==> src/rtl/ssd_digit_loader.sv <==
// ssd_digit_loader: synchronises and debounces four buttons and a hex switch nibble, and
// loads the nibble into digit i on each clean press of button i. Macro SSD_HOLD_INC_EN adds hold-to-increment.
module ssd_digit_loader #(
    parameter int DB_CNT_MAX    = 250000,
    parameter int CNT_W         = 18,
    parameter int REPEAT_CYCLES = 25000000
) (
    input  logic       clk,
    input  logic       rst,
    input  logic [3:0] btn_i,
    input  logic [3:0] sw_i,
    output logic [3:0] digit0_o,
    output logic [3:0] digit1_o,
    output logic [3:0] digit2_o,
    output logic [3:0] digit3_o,
    output logic [3:0] digit_valid_o,
    output logic [3:0] load_pulse_o
);

    typedef enum logic [1:0] {
        IDLE    = 2'd0,
        PRESS   = 2'd1,
        HELD    = 2'd2,
        RELEASE = 2'd3
    } state_t;

    localparam logic [CNT_W-1:0] DB_LAST = CNT_W'(DB_CNT_MAX);

    if (DB_CNT_MAX < 2 || (DB_CNT_MAX >> CNT_W) != 0 || REPEAT_CYCLES < 2) begin : g_bad_params
        $error("ssd_digit_loader: DB_CNT_MAX must be >= 2 and fit CNT_W; REPEAT_CYCLES must be >= 2");
    end

    logic [3:0]       btn_meta_q, btn_s_q;
    logic [3:0]       sw_meta_q, sw_s_q;
    state_t           state_q [4];
    state_t           state_d [4];
    logic [CNT_W-1:0] cnt_q   [4];
    logic [CNT_W-1:0] cnt_d   [4];
    logic [3:0]       digit_q [4];
    logic [3:0]       digit_d [4];
    logic [3:0]       valid_q, valid_d;
    logic [3:0]       pulse_q, pulse_d;

`ifdef SSD_HOLD_INC_EN
    // Sized from the period itself so a long repeat does not force a wide debounce counter.
    localparam int              REP_W    = $clog2(REPEAT_CYCLES);
    localparam logic [REP_W-1:0] REP_LAST = REP_W'(REPEAT_CYCLES - 1);
    logic [REP_W-1:0] rep_q [4];
    logic [REP_W-1:0] rep_d [4];
`endif

    always_comb begin
        // NOTE: every next-state value starts from its register, so no path infers a latch.
        state_d = state_q;
        cnt_d   = cnt_q;
        digit_d = digit_q;
        valid_d = valid_q;
        pulse_d = '0;
`ifdef SSD_HOLD_INC_EN
        rep_d   = rep_q;
`endif
        for (int i = 0; i < 4; i++) begin
            case (state_q[i])
                IDLE: begin
                    if (btn_s_q[i]) begin
                        state_d[i] = PRESS;
                        cnt_d[i]   = CNT_W'(1);
                    end
                end
                PRESS: begin
                    if (!btn_s_q[i]) begin
                        state_d[i] = IDLE;
                        cnt_d[i]   = '0;
                    end else if (cnt_q[i] == DB_LAST) begin
                        state_d[i] = HELD;
                        cnt_d[i]   = '0;
                        digit_d[i] = sw_s_q;
                        valid_d[i] = 1'b1;
                        pulse_d[i] = 1'b1;
`ifdef SSD_HOLD_INC_EN
                        rep_d[i]   = '0;
`endif
                    end else begin
                        cnt_d[i] = cnt_q[i] + 1'b1;
                    end
                end
                HELD: begin
                    if (!btn_s_q[i]) begin
                        state_d[i] = RELEASE;
                        cnt_d[i]   = CNT_W'(1);
`ifdef SSD_HOLD_INC_EN
                    end else if (rep_q[i] == REP_LAST) begin
                        rep_d[i]   = '0;
                        digit_d[i] = digit_q[i] + 4'd1;
                        pulse_d[i] = 1'b1;
                    end else begin
                        rep_d[i] = rep_q[i] + 1'b1;
`endif
                    end
                end
                default: begin // RELEASE
                    if (btn_s_q[i]) begin
                        state_d[i] = HELD;
                        cnt_d[i]   = '0;
`ifdef SSD_HOLD_INC_EN
                        rep_d[i]   = '0;
`endif
                    end else if (cnt_q[i] == DB_LAST) begin
                        state_d[i] = IDLE;
                        cnt_d[i]   = '0;
                    end else begin
                        cnt_d[i] = cnt_q[i] + 1'b1;
                    end
                end
            endcase
        end
    end

    always_ff @(posedge clk) begin
        // NOTE: sequential state uses non-blocking assignments so all flops update together.
        if (rst) begin
            btn_meta_q <= '0;
            btn_s_q    <= '0;
            sw_meta_q  <= '0;
            sw_s_q     <= '0;
            state_q    <= '{default: IDLE};
            cnt_q      <= '{default: '0};
            digit_q    <= '{default: '0};
            valid_q    <= '0;
            pulse_q    <= '0;
`ifdef SSD_HOLD_INC_EN
            rep_q      <= '{default: '0};
`endif
        end else begin
            btn_meta_q <= btn_i;
            btn_s_q    <= btn_meta_q;
            sw_meta_q  <= sw_i;
            sw_s_q     <= sw_meta_q;
            state_q    <= state_d;
            cnt_q      <= cnt_d;
            digit_q    <= digit_d;
            valid_q    <= valid_d;
            pulse_q    <= pulse_d;
`ifdef SSD_HOLD_INC_EN
            rep_q      <= rep_d;
`endif
        end
    end

    assign digit0_o      = digit_q[0];
    assign digit1_o      = digit_q[1];
    assign digit2_o      = digit_q[2];
    assign digit3_o      = digit_q[3];
    assign digit_valid_o = valid_q;
    assign load_pulse_o  = pulse_q;

endmodule
==> config.mk <==
export PLATFORM = sky130hd
export DESIGN_NAME = ssd_digit_loader
export DESIGN_NICKNAME = d
export VERILOG_FILES = /design/src/rtl/ssd_digit_loader.sv
export SDC_FILE = /design/constraint.sdc
export NUM_CORES = 1
export LEC_CHECK = 0
export ABC_AREA = 1
export CAP_MARGIN = 5
export CELL_PAD_IN_SITES_DETAIL_PLACEMENT = 1
export CELL_PAD_IN_SITES_GLOBAL_PLACEMENT = 1
export CORE_AREA = 8 8 124 126
export DETAILED_ROUTE_END_ITERATION = 10
export DIE_AREA = 0 0 132 134
export PLACE_DENSITY = 0.89
export SLEW_MARGIN = 20
export SYNTH_ARGS = -nofsm -noshare
export SYNTH_HDL_FRONTEND = slang
export SYNTH_SLANG_ARGS = --single-unit
==> constraint.sdc <==
create_clock -name clk -period 2.3 [get_ports clk]
set_input_delay 0.46 -clock clk [delete_from_list [all_inputs] [get_ports clk]]
set_output_delay 0.46 -clock clk [all_outputs]
set_load 0.01 [all_outputs]
==> results by group <==
Yosys
  – Number of synthesis warnings: 0
  – Register area share after synthesis: 39.18%
  – Post-synth EDFFs: 0
  – Flops & latches, synth: 120
  – Async SR Flop Fraction: 0%
  – Mapped Nets: 924
  – Cells after Synth: 890
  – Synth top area share: 39.18%
  – Post-synth cell types: 36
  – Top cells by area, synth: dfxtp_1 39%, nor2_1 11%, nand2_1 10%
  – Top_reg_cell synth: dfxtp_1
  – Synth area leader: dfxtp_1
  – Area of the mapped netlist: 6132 sq um
  – Most common cell in the synthesized netlist: nor2_1
  – Top cells by count, synth: 172 x nor2_1, 165 x nand2_1, 124 x inv_1
  – Syn Area/Cell: 6.890 sq um

Route
  – Initial drt markers: 377
  – Vias: 5631
  – TritonRoute pass-1 iters: 4
  – # DRC: 0
  – Post-DRT Antenna Nets: 0
  – WL/cell: 14.78 um
  – Drt total wl: 16.54 mm
  – Detailed-route vias per instance: 5.032

Global route
  – Largest net degree at the start of global routing: 45
  – Vias in the first global route: 6048
  – GRT overflow: 0
  – Total Routing Usage GR: 19.71%
  – Initial antenna violation count: 0
  – First-pass GRT wire length: 28.63 mm

STA
  – Period utilisation layout: 91.11%
  – Setup_tns: 0 ns
  – RSZ-0062 raised after global routing: false
  – Hold Vio Cnt, Final: 0
  – Relative slew slack: 65.53%
  – Post-Route Skew: 0.005385 ns
  – Worst slew pin tran: 0.5169 ns
  – Fin crit period: 2.096 ns
  – Final setup fails: 0
  – Max Slew Vio Count: 0
  – Max Clock Freq: 477.2 MHz

Critical path
  – Required time of the critical path: 2.64 ns
  – Startpoint type of the worst setup path: register
  – CP Capture Type: register
  – Cell mode on critical path: nand2_1
  – Worst r2r src: state_q[2]$_SDFFE_PP0P_
  – Critical R2R Capture: cnt_q[29]$_SDFFE_PP0P_
  – R2R depth: 9
  – CP max FO: 11
  – Worst setup path start: state_q[2]$_SDFFE_PP0P_
  – Worst path slowest cell: o21ai_2
  – Flop-to-flop setup slack: 0.20 ns
  – Crit-path cells: inv_1, ha_1, o21ai_2, nand2_1, nor2_2, nand2_1, nand2_1, nand3_1, a21oi_1
  – Critical path arrival: 2.44 ns
  – CP peak stage delay: 0.43 ns
  – Worst setup path class: reg -> reg

Clocking
  – CTS Hold Buffers Added: 0
  – CTS root buffer: clkbuf_16
  – H-tree Lvls: 4
  – Total CTS buffers: 17
  – TritonCTS clock tree: done
  – Post-CTS setup buffers: 0
  – Clock Path Buffers: 2
  – Clk_lat worst skew: 0.42 ns
  – Num Clock Sinks: 120
  – Worst-path clk slew: 0.05 ns
  – Post-CTS sizing: 0

Layout
  – P&R area growth vs syn: 15.92%
  – Fillers: 1770
  – Largest register FFs: 72
  – Biggest register: cnt_q
  – Nets: 962
  – Final cell count without fillers: 1119
  – Multi-input logic area: 3112 sq um
  – Antenna cells: 0
  – Core Util, Final: 52.64%
  – Share of cells above drive strength 1: 6.709%
  – Final Cell Area: 7108 sq um
  – FF+latch area: 2402 sq um

Job
  – Max_cap viols: 0

Die
  – Core Region: 13500 sq um
  – Die height: 134 um
  – I/O pins: 34
  – Die area: 17690 sq um
  – Starting Density: 45.41%
  – Die width: 132 um
  – Site row count: 43

Placed design
  – DP Area: 6584 sq um
  – Dpl cells: 1089
  – Final HPWL DP: 11.61 mm
  – GP Congestion: 0.8251
  – Count of input and output buffers: 33

Worst hold path
  – Worst hold start: btn_meta_q[2]$_SDFF_PP0_
  – Hold Path Class: reg -> reg
  – Worst Hold End: btn_s_q[2]$_SDFF_PP0_
  – Hold Crit Depth: 2

Power and ir drop
  – Sw power: 1.060 mW
  – Leakage power: 2.722 nW
  – Sequential share of power: 45.0%
  – Worst vdd ir: 0.5400 mV
  – Clock power share: 51.0%
  – Logic pwr share: 4.0%
  – Cell internal pwr: 3.692 mW
  – PwrDens: 668.6 nW/um^2
  – Sw Ratio: 22.30%

Status
  – Status: finished clean
## cell usage in the layout, fill, tap and decap left out, types with 7 or more instances in the layout
master,count
clkbuf_1,7
nor2_1,172
nand4_1,23
ha_1,24
clkbuf_16,17
nand2_2,9
clkdlybuf4s50_1,33
o21ai_0,40
nor2_2,10
nor3_1,27
xor2_1,16
nand2_1,165
dfxtp_1,120
inv_1,124
nand3_1,56
xnor2_1,7
a21oi_1,43
## power by group through the flow
stage               sequential [mW]  clock [mW]  combinational, mW
floorplan                      2.17           0              0.147
global placement               2.18           0              0.181
detailed placement             2.18           0              0.187
CTS                            2.14        2.46              0.192
global route                   2.14        2.57              0.215
finish                         2.14        2.43              0.189
## cells by family (layout without fill, tap and decap cells)
family                     count (synthesis)  count (layout)  synth area share (%)
buffers and inverters                    147             196                 10.08
DFF                                      120             120                 39.18
and+or+nand+nor                          479             479                 34.05
adders and majority gates                 24              24                 4.897
xor gates and xnor gates                  23              23                 3.285
AOI/OAI and AO/OA                         97              97                 8.509
## stage by stage
step	power (mW)	setup slack, ns	hold slack [ns]
final	4.752	0.2045	0.4094
after global routing	4.926	0.04298	0.4329
after CTS	4.790	0.2024	0.4108
after detailed placement	2.366	0.3229	0.4037
after global placement	2.358	0.3807	0.3914
after floorplan	2.315	0.7682	0.3883
## layer usage
metal | up-vias | track usage, % | part of all wire (%)
li1 | 2880 | - | -
met1 | 2656 | 22.72 | 47
met2 | 69 | 34.51 | 49
met3 | 26 | 4.824 | 2.9
met4 | 0 | 7.658 | 1.8
met5 | - | 0 | 0
## critical path: cells and delay by family (launching register included)
kind | cells | cell delay, ns
compound gates | 2 | 0.59
flops | 1 | 0.41
simple gates | 5 | 0.70
buf+inv | 1 | 0.09
fa+ha+maj | 1 | 0.23
## cell type report
class / count / area share, %
well taps: 180 / 3.168
clock buffers: 26 / 6.742
clock inverters: 4 / 0.6337
inverters: 129 / 6.812
multi-input cells: 623 / 43.78
flip-flops and latches: 120 / 33.80
repair buffers: 37 / 5.070
## worst max-delay path by stage
stage | cells after the start | slack, ns | end
finish | 9 | 0.20 | cnt_q[29]$_SDFFE_PP0P_
floorplan | 10 | 0.77 | cnt_q[34]$_SDFFE_PP0P_
global route | 9 | 0.04 | cnt_q[29]$_SDFFE_PP0P_
detailed placement | 5 | 0.32 | cnt_q[24]$_SDFFE_PP0P_
CTS | 9 | 0.20 | cnt_q[29]$_SDFFE_PP0P_
global placement | 5 | 0.38 | cnt_q[64]$_SDFFE_PP0P_
(Power assumes the default switching activity.)
